## config.mk

```make
export PLATFORM = sky130hd
export DESIGN_NAME = list_sum_datapath_flat
export DESIGN_NICKNAME = d
export VERILOG_FILES = /design/src/rtl/list_sum_datapath_pkg.sv /design/src/rtl/list_sum_datapath_if.sv /design/src/rtl/list_sum_datapath_node_ram.sv /design/src/rtl/list_sum_datapath.sv /design/src/flat_wrapper.sv
export SDC_FILE = /design/constraint.sdc
export NUM_CORES = 1
export LEC_CHECK = 0
export BUFFER_PORTS_ARGS = -buffer_cell sky130_fd_sc_hd__buf_2
export CAP_MARGIN = 20
export CORE_ASPECT_RATIO = 0.7
export CORE_MARGIN = 2
export CORE_UTILIZATION = 30
export DETAILED_ROUTE_END_ITERATION = 8
export MAX_ROUTING_LAYER = met4
export PLACE_DENSITY_LB_ADDON = 0.12
export SYNTH_ARGS = -nofsm -noshare
export SYNTH_HDL_FRONTEND = slang
export SYNTH_SLANG_ARGS = --single-unit
```

## constraint.sdc

```tcl
create_clock -name clk -period 12.5 [get_ports clk]
set_input_delay 1.875 -clock clk [delete_from_list [all_inputs] [get_ports clk]]
set_output_delay 1.875 -clock clk [all_outputs]
set_load 0.005 [all_outputs]
```

## src/rtl/list_sum_datapath_pkg.sv

```systemverilog
// Shared definitions for the linked-list summation unit (control FSM and datapath).
// Holds default widths, the node layout offsets and the read-select encoding.
package list_sum_defs;

    localparam int unsigned DATA_W_DEF = 16;
    localparam int unsigned ADDR_W_DEF = 6;

    // A node occupies two consecutive words: value, then pointer.
    localparam int unsigned VALUE_OFS = 0;
    localparam int unsigned PTR_OFS   = 1;

    // Which word of the current node the datapath reads (ADDR_SEL encoding).
    typedef enum logic {
        RD_PTR   = 1'b0,
        RD_VALUE = 1'b1
    } rd_sel_e;

endpackage

```

## src/rtl/list_sum_datapath_if.sv

```systemverilog
// Control bundle between the list-sum control FSM and its datapath.
//   master : the FSM, drives the registered controls and samples next_zero
//   slave  : the datapath, consumes the controls and returns next_zero
interface list_sum_datapath_if;

    logic LOAD_SUM;
    logic LOAD_NEXT;
    logic SUM_SEL;
    logic NEXT_SEL;
    logic ADDR_SEL;
    logic DONE;
    logic next_zero;

    modport master (
        output LOAD_SUM, LOAD_NEXT, SUM_SEL, NEXT_SEL, ADDR_SEL, DONE,
        input  next_zero
    );

    modport slave (
        input  LOAD_SUM, LOAD_NEXT, SUM_SEL, NEXT_SEL, ADDR_SEL, DONE,
        output next_zero
    );

endinterface

```

## src/rtl/list_sum_datapath_node_ram.sv

```systemverilog
// Node memory: 2**ADDR_W x DATA_W, one synchronous write port and one
// combinational read port. Contents are not reset.
//   clk   : write clock
//   we    : write enable
//   waddr : write address
//   wdata : write data
//   raddr : read address
//   rdata : read data (mem[raddr], pre-write value on a same-address write)
module node_ram
    import list_sum_defs::*;
#(
    parameter int unsigned DATA_W = DATA_W_DEF,
    parameter int unsigned ADDR_W = ADDR_W_DEF
) (
    input  logic              clk,
    input  logic              we,
    input  logic [ADDR_W-1:0] waddr,
    input  logic [DATA_W-1:0] wdata,
    input  logic [ADDR_W-1:0] raddr,
    output logic [DATA_W-1:0] rdata
);

    localparam int unsigned DEPTH = 2 ** ADDR_W;

    logic [DATA_W-1:0] mem [DEPTH];

    always_ff @(posedge clk) begin
        if (we) begin
            mem[waddr] <= wdata;
        end
    end

    assign rdata = mem[raddr];

endmodule

```

## src/rtl/list_sum_datapath.sv

```systemverilog
// Datapath for the linked-list summation unit. Register-transfer slave of the
// list-sum control FSM: owns node memory, running sum, next pointer, host
// preload port and the latched result.
//   clk, rst     : clock, asynchronous active-low reset
//   ctrl         : FSM controls in, next_zero out
//   start_addr   : head-node address, loaded while NEXT_SEL=0
//   prog_we/addr/data : host write port, accepted only while idle
//   sum_out      : result latched on DONE rising
//   node_count   : nodes accumulated, saturates at 2**ADDR_W
//   result_valid : sum_out and flags valid
//   overflow     : sticky carry-out of the sum
//   loop_err     : sticky, node count reached 2**ADDR_W
//   prog_rej     : one-cycle pulse, a host write was dropped while busy
module list_sum_datapath
    import list_sum_defs::*;
#(
    parameter int unsigned DATA_W = DATA_W_DEF,
    parameter int unsigned ADDR_W = ADDR_W_DEF
) (
    input  logic                  clk,
    input  logic                  rst,
    list_sum_datapath_if.slave    ctrl,
    input  logic [ADDR_W-1:0]     start_addr,
    input  logic                  prog_we,
    input  logic [ADDR_W-1:0]     prog_addr,
    input  logic [DATA_W-1:0]     prog_data,
    output logic [DATA_W-1:0]     sum_out,
    output logic [ADDR_W:0]       node_count,
    output logic                  result_valid,
    output logic                  overflow,
    output logic                  loop_err,
    output logic                  prog_rej
);

    localparam logic [ADDR_W:0] NODE_MAX = {1'b1, {ADDR_W{1'b0}}};

    logic [DATA_W-1:0] sum_reg;
    logic [ADDR_W-1:0] next_reg;
    logic [ADDR_W-1:0] rd_addr;
    logic [DATA_W-1:0] rdata;
    logic [DATA_W:0]   sum_ext;
    logic              busy;
    logic              done_q;
    rd_sel_e           rd_sel;

    assign rd_sel = rd_sel_e'(ctrl.ADDR_SEL);

    // Address arithmetic wraps mod 2**ADDR_W, so head 2**ADDR_W-1 reads its
    // pointer at address 0.
    always_comb begin
        rd_addr = next_reg + ADDR_W'(PTR_OFS);
        if (rd_sel == RD_VALUE) begin
            rd_addr = next_reg + ADDR_W'(VALUE_OFS);
        end
    end

    assign busy    = ctrl.SUM_SEL | ctrl.NEXT_SEL;
    assign sum_ext = {1'b0, sum_reg} + {1'b0, rdata};

    assign ctrl.next_zero = (rd_sel == RD_PTR) && (rdata[ADDR_W-1:0] == '0);

    node_ram #(
        .DATA_W (DATA_W),
        .ADDR_W (ADDR_W)
    ) u_node_ram (
        .clk   (clk),
        .we    (prog_we && !busy),
        .waddr (prog_addr),
        .wdata (prog_data),
        .raddr (rd_addr),
        .rdata (rdata)
    );

    // Running sum and its status. SUM_SEL=0 is a clear, independent of LOAD_SUM.
    always_ff @(posedge clk or negedge rst) begin
        if (!rst) begin
            sum_reg    <= '0;
            node_count <= '0;
            overflow   <= 1'b0;
            loop_err   <= 1'b0;
        end else if (!ctrl.SUM_SEL) begin
            sum_reg    <= '0;
            node_count <= '0;
            overflow   <= 1'b0;
            loop_err   <= 1'b0;
        end else if (ctrl.LOAD_SUM) begin
            sum_reg <= sum_ext[DATA_W-1:0];
            if (sum_ext[DATA_W]) begin
                overflow <= 1'b1;
            end
            if (node_count != NODE_MAX) begin
                node_count <= node_count + 1'b1;
                if (node_count == NODE_MAX - 1'b1) begin
                    loop_err <= 1'b1;
                end
            end
        end
    end

    always_ff @(posedge clk or negedge rst) begin
        if (!rst) begin
            next_reg <= '0;
        end else if (!ctrl.NEXT_SEL) begin
            next_reg <= start_addr;
        end else if (ctrl.LOAD_NEXT) begin
            next_reg <= rdata[ADDR_W-1:0];
        end
    end

    always_ff @(posedge clk or negedge rst) begin
        if (!rst) begin
            prog_rej <= 1'b0;
        end else begin
            prog_rej <= prog_we && busy;
        end
    end

    // A DONE rising edge wins over the SUM_SEL clear, since the FSM may still
    // hold SUM_SEL=1 in its done state to keep sum_reg intact.
    always_ff @(posedge clk or negedge rst) begin
        if (!rst) begin
            done_q       <= 1'b0;
            sum_out      <= '0;
            result_valid <= 1'b0;
        end else begin
            done_q <= ctrl.DONE;
            if (ctrl.DONE && !done_q) begin
                sum_out      <= sum_reg;
                result_valid <= 1'b1;
            end else if (ctrl.SUM_SEL) begin
                result_valid <= 1'b0;
            end
        end
    end

endmodule
```

## src/flat_wrapper.sv

```systemverilog
// flat-port wrapper written by rule: the top's interface ports become plain ports
module list_sum_datapath_flat import list_sum_defs::*;
#(
    parameter int unsigned DATA_W = DATA_W_DEF,
    parameter int unsigned ADDR_W = ADDR_W_DEF
)
  (clk, rst, start_addr, prog_we, prog_addr, prog_data, sum_out, node_count, result_valid, overflow, loop_err, prog_rej, ctrl_LOAD_SUM, ctrl_LOAD_NEXT, ctrl_SUM_SEL, ctrl_NEXT_SEL, ctrl_ADDR_SEL, ctrl_DONE, ctrl_next_zero);
  list_sum_datapath_if ctrl_i ();
  input  logic clk;
  input  logic rst;
  input  logic [ADDR_W-1:0] start_addr;
  input  logic prog_we;
  input  logic [ADDR_W-1:0] prog_addr;
  input  logic [DATA_W-1:0] prog_data;
  output logic [DATA_W-1:0] sum_out;
  output logic [ADDR_W:0] node_count;
  output logic result_valid;
  output logic overflow;
  output logic loop_err;
  output logic prog_rej;
  input wire logic [$bits(ctrl_i.LOAD_SUM)-1:0] ctrl_LOAD_SUM;
  input wire logic [$bits(ctrl_i.LOAD_NEXT)-1:0] ctrl_LOAD_NEXT;
  input wire logic [$bits(ctrl_i.SUM_SEL)-1:0] ctrl_SUM_SEL;
  input wire logic [$bits(ctrl_i.NEXT_SEL)-1:0] ctrl_NEXT_SEL;
  input wire logic [$bits(ctrl_i.ADDR_SEL)-1:0] ctrl_ADDR_SEL;
  input wire logic [$bits(ctrl_i.DONE)-1:0] ctrl_DONE;
  output wire logic [$bits(ctrl_i.next_zero)-1:0] ctrl_next_zero;
  assign ctrl_i.LOAD_SUM = ctrl_LOAD_SUM;
  assign ctrl_i.LOAD_NEXT = ctrl_LOAD_NEXT;
  assign ctrl_i.SUM_SEL = ctrl_SUM_SEL;
  assign ctrl_i.NEXT_SEL = ctrl_NEXT_SEL;
  assign ctrl_i.ADDR_SEL = ctrl_ADDR_SEL;
  assign ctrl_i.DONE = ctrl_DONE;
  assign ctrl_next_zero = ctrl_i.next_zero;
  list_sum_datapath #(.DATA_W(DATA_W), .ADDR_W(ADDR_W)) u_core (.clk(clk), .rst(rst), .ctrl(ctrl_i), .start_addr(start_addr), .prog_we(prog_we), .prog_addr(prog_addr), .prog_data(prog_data), .sum_out(sum_out), .node_count(node_count), .result_valid(result_valid), .overflow(overflow), .loop_err(loop_err), .prog_rej(prog_rej));
endmodule
```

Word level (Yosys, flattened, before mapping)
Memories as Yosys holds them, arrays and structs flattened.
Index checks and enable logic that the tools add are counted.
- divide/modulo/power cells: 0
- shift operators: 0
- multiplexer cells: 19
- multipliers: 0
- bitwise logic cells: 2
- reductions and logical operators: 11
- equal/unequal tests: 7
- magnitude comparators: 0
- $add $sub $neg: 3
- operator list (kind ; count):
    $mux 16 ; 2
    $mux 7 ; 3
    $mux 6 ; 3
    $add 16x16->17 ; 1
    $mux 1 ; 11
    $add 7x1->7 const B ; 1
    $eq 7x6->1 const B ; 1
    $ne 7x7->1 const B ; 1
    $add 6x1->6 const B ; 1
    $logic_not 6->1 ; 1
    $ne 2x1->1 const B ; 3
    $logic_and 1x1->1 ; 4
    $ne 2x2->1 const B ; 2
    $reduce_and 2->1 ; 2
    $reduce_and 3->1 ; 1
    $logic_not 1->1 ; 2
    $reduce_bool 2->1 ; 1
    $not 1->1 ; 1
    $or 1x1->1 ; 1
- bits in registers: 50
- bits in writable memories: 1024
- output and inout bits: 28
- bits in latches: 0
- memory bits (read-only): 0
- input port bits: 37
- word-level logic and storage cells: 52
- memories kept: 1
- memories (memory ; words ; bits a word ; read ports ; clocked after memory_dff ; write ports ; RTL line ; RTL):
    u_core.u_node_ram.mem ; 64 ; 16 ; 1 ; 0 ; 1 ; list_sum_datapath_node_ram.sv:25 ; logic [DATA_W-1:0] mem [DEPTH];

Depth between registers and ports, before layout
An unclocked memory read counts as a cell.
- depth in word-level cells: 7
- mapped depth: 22
- gate-level depth less buffers: 18

By module
Synthesis repeated with hierarchy kept, for this count alone.
- cell total of the unflattened synthesis: 2125
- area, all modules: 42773.5 µm²
- by module, submodules not included (module ; area each (µm²) ; instances ; cells an instance ; seq. area each (µm²)):
    node_ram ; 39721.8 ; 1 ; 1813 ; 30749.5
    list_sum_datapath ; 3051.7 ; 1 ; 312 ; 1251.2

Least setup slack after synthesis
Ideal clock, no wire load.
- kind: input -> register
- from: in ctrl_ADDR_SEL
- to: reg u_core.sum_reg[15]
- setup slack: 6.088 ns
- arrival: 6.283 ns
- stages on the path: 17
- buffers on the path: 5
- required time: 12.371 ns
- setup time: 0.129 ns
- cells stage by stage: buf_4 > mux2i_2 > buf_4 > buf_6 > buf_2 > clkbuf_1 > mux4_2 > mux4_2 > mux4_2 > ha_1 > or4_1 > o22ai_1 > o21ba_2 > a41o_1 > nor4_1 > or4_1 > nand3_1
- cells in the longest elaborated chain, start to end: 5
- RTL lines (item ; RTL line ; RTL):
    from (decl) ; flat_wrapper.sv:25 ; input wire logic [$bits(ctrl_i.ADDR_SEL)-1:0] ctrl_ADDR_SEL;
    $mux 6 ; list_sum_datapath.sv:52 ; if (rd_sel == RD_VALUE) begin
    $mem_v2 64x16 ; n/a ;
    $add 16x16->17 ; list_sum_datapath.sv:58 ; assign sum_ext = {1'b0, sum_reg} + {1'b0, rdata};
    $mux 16 ; list_sum_datapath.sv:86 ; end else if (ctrl.LOAD_SUM) begin
    $mux 16 ; list_sum_datapath.sv:81 ; end else if (!ctrl.SUM_SEL) begin
    to (signal assigned) ; list_sum_datapath.sv:87 ; sum_reg <= sum_ext[DATA_W-1:0];
    to (decl) ; list_sum_datapath.sv:37 ; logic [DATA_W-1:0] sum_reg;
Every way passes these cells. The select of a mux whose other input is x is not followed.
A chain may end at the register's enable or synchronous reset.

Worst setup path in the final report
- from: in ctrl_ADDR_SEL
- to: out ctrl_next_zero
- cells in the longest elaborated chain, start to end: 4
- elaborated cells between the ends (all ways): 5
- those cells by class: mux: 1; bitwise: 1; reduce/logical: 2; memory: 1
- RTL lines (item ; RTL line ; RTL):
    $mux 6 ; list_sum_datapath.sv:52 ;
    $mem_v2 64x16 ; n/a ;
    $logic_not 6->1 ; list_sum_datapath.sv:60 ; assign ctrl.next_zero = (rd_sel == RD_PTR) && (rdata[ADDR_W-1:0] == '0);
    $logic_and 1x1->1 * ; list_sum_datapath.sv:60 ;
    to (decl) ; flat_wrapper.sv:27 ; output wire logic [$bits(ctrl_i.next_zero)-1:0] ctrl_next_zero;
Mark *: on every way between the ends. The rest lies on a longest branch, timed or not.

==> flow_summary.ini <==
[final_layout]
layout_commonest_cell = edfxtp_1
largest_reg_flops = 1024
final_cell_mix = edfxtp_1 (1,024), mux4_2 (349), clkbuf_16 (108)
area_delta_synth_final_pct = 15.7
nets = 2193
final_core_util_pct = 35.0
fin_cells = 4112
drive_gt1_share_pct = 34.2

[routing]
avgViaCountPerCell = 5.21
vias = 21405
firstDrtPassIters = 5
wirelength_um = 128000
drtIter0Drc = 2294
drc = 0
ant_nets = 0
wl_per_cell_um = 31.2

[critical_path]
slowest_delay_ns = 0.63
cp_max_fo = 91
crit_path_end_kind = output pin
cp-start-kind = input pin
crit_buf_inv = 5
cp.required_ns = 10.62
critPathArrivalTime_ns = 6.92
cp_top_family = buffers and inverters
crit_type = input pin to output pin
crit_slowest_cell = buf_4
path_cells = buf_2, buf_4, xnor2_2, buf_12, buf_4, mux4_2, nand2_1, a21oi_1, o32ai_1, a311oi_1, or4_1, nor4_2, buf_2

[global_route]
grt_max_degree = 98
grt_pass1_wl_um = 178000
grt_pass1_vias = 21846
antenna_found_initial = 23
grt_usage_pct = 18.0
overflow = 0

[yosys]
synth-seq-cells = 1074
ys_top_cells_by_area = edfxtp_1 (71%), mux4_2 (18%), dfrtp_1 (2.9%)
synth_nets = 2031
ys_warn_count = 0
async_flop_share_pct = 4.66
ys_seq_area_share_pct = 74.1
syn_inst = 1973
synth_cell_types = 62
synth_top_area_share_pct = 71.2
synth_area_um2 = 43200
synth_top_area_cell = edfxtp_1
synth_edf_count = 1024
ys.flop_type = edfxtp_1
avgSynthCellArea_um2 = 21.9

[flow_run]
max_cap_violations = 0

[place]
dp.cells = 3910
gp_congestion = 0.776
port_buffers = 64
pre_cts_slack_ns = 3.75
hpwl_um = 73400

[clocking]
cts_buffer_depth = 3
cts_max_level = 3
cts_resized = 0
hold_buffers = 0
cts_inserted_buffers = 105
postCtsSetupBuffers = 0
root_buffer = clkbuf_16
tritoncts = built
clkTransAtPathRegs_ns = 0.06
clkSinkCount = 1074
clock_latency_ns = 0.72

[power]
internal_power_uw = 7000
peakVddDrop_mv = 0.161
seqPwrFrac_pct = 40.6
leakage_uw = 0.0157
share_clk_of_total_power_pct = 32.4
power_density_nw_per_um2 = 200
p_total_uw = 9990
power_frac_comb_pct = 27.0
netSwitchingPower_uw = 2980
switching_share_pct = 29.9

[hold_path]
hp-class = flop to flop

[sta]
report.final.slew_viol_count = 0
skew_ns = 0.0348
fmax_ghz = 0.114
finalWorstSetupSlack_ns = 3.71
finalSetupViolations = 0
rsz0062_at_grt = false
worst_pin_slew_ns = 1.09
period_needed_ns = 8.79
fin_setup_tns_ns = 0
hold_violations = 0
max_slew_margin_pct = 27.5
post-route-period-util_pct = 70.3

[die]
die_area_um2 = 147000
initial_utilization_pct = 30.2
die_y_um = 322
row_count = 116
io_pins = 65
fp.dieW_um = 458
core_area_um2 = 143000

[outcome]
outcome = completed
cell usage after synthesis, types with 10 or more instances:
cell and number:
buf_1 10, nor3_1 13, nand3_1 23, mux2i_1 29, clkbuf_1 43, mux4_2 349, buf_2 41, nand2_1 53
ha_1 20, o21ai_0 15, edfxtp_1 1024, mux2_2 18, a21oi_1 24, dfrtp_1 50, a22oi_1 11, nor2_1 105
xnor2_1 10
power by group through the flow:
stage / Combinational, uW / Clock (uW) / Sequential (uW)
floorplan: 1730 / 0 / 4090
global placement: 2720 / 0 / 4130
detailed placement: 2720 / 0 / 4130
CTS: 2730 / 3330 / 4060
global route: 2870 / 3470 / 4060
finish: 2690 / 3240 / 4060
metal layers:
metal	track usage (%)	vias to the layer above	routed length, um
met3	2.97	173	6930
met5	-	-	0
met1	26.8	11856	62200
li1	-	8714	-
met4	3.75	0	2480
met2	25.8	662	56700
metrics by stage:
stage / cell area (um2) / hold slack, ns
2_1_floorplan: 43200 / 0.474
3_3_place_gp: 46400 / 0.486
3_5_place_dp: 46400 / 0.491
4_1_cts: 49900 / 0.506
5_1_grt: 50000 / 0.524
6_report: 50000 / 0.501
worst register-to-register path: stages, from the launching register on:
cell and delay [ns]:
dfrtp_4 0.85, buf_4 0.74, nand4b_2 0.49, xnor2_4 0.25
buf_4 0.53, buf_4 0.61, mux4_2 0.61, mux2i_1 0.19
nand2_1 0.08, o21ai_0 0.23, a21oi_1 0.32, ha_1 0.32
fa_1 0.44, nand3_1 0.12, a21boi_0 0.15, o31ai_1 0.53
a221oi_1 0.27, nor3_1 0.31, o31ai_1 0.14, a21oi_1 0.15
nor2_1 0.05
cells by family after synthesis:
kind of cell,count (synthesis),synth area share (%)
fa+ha+maj,21,0.625
simple gates,243,2.59
flops,1074,74.1
xor+xnor,20,0.458
compound gates,105,1.66
buf+inv,113,1.25
mux,397,19.4
area by class of cell:
cell class                 instances  area [um2]
antenna                            4        10.0
clock buffer                     132        2790
timing repair buffer             161        1170
multi-input combinational        786       11000
clock inverter                    60         666
sequential                      1074       32000
inverter                           7        26.3
tap                             1888        2360
fill                           13189       93000
final timing paths:
kind	to	from	cells after the start	slack (ns)
worst max-delay path	ctrl_next_zero	ctrl_ADDR_SEL	13	3.71
worst min-delay path	u_core.sum_out[2]$_DFFE_PN0P_	u_core.sum_out[2]$_DFFE_PN0P_	1	0.50
worst max register to register	u_core.overflow$_DFFE_PN0P_	u_core.next_reg[0]$_DFFE_PN0P_	20	4.93
worst min register to register	u_core.sum_out[2]$_DFFE_PN0P_	u_core.sum_out[2]$_DFFE_PN0P_	1	0.50
max in group asynchronous	u_core.next_reg[0]$_DFFE_PN0P_	rst	2	10.62
min in group asynchronous	u_core.node_count[5]$_DFFE_PN0P_	rst	2	1.32
No activity file was read; power rests on OpenSTA's default activity.
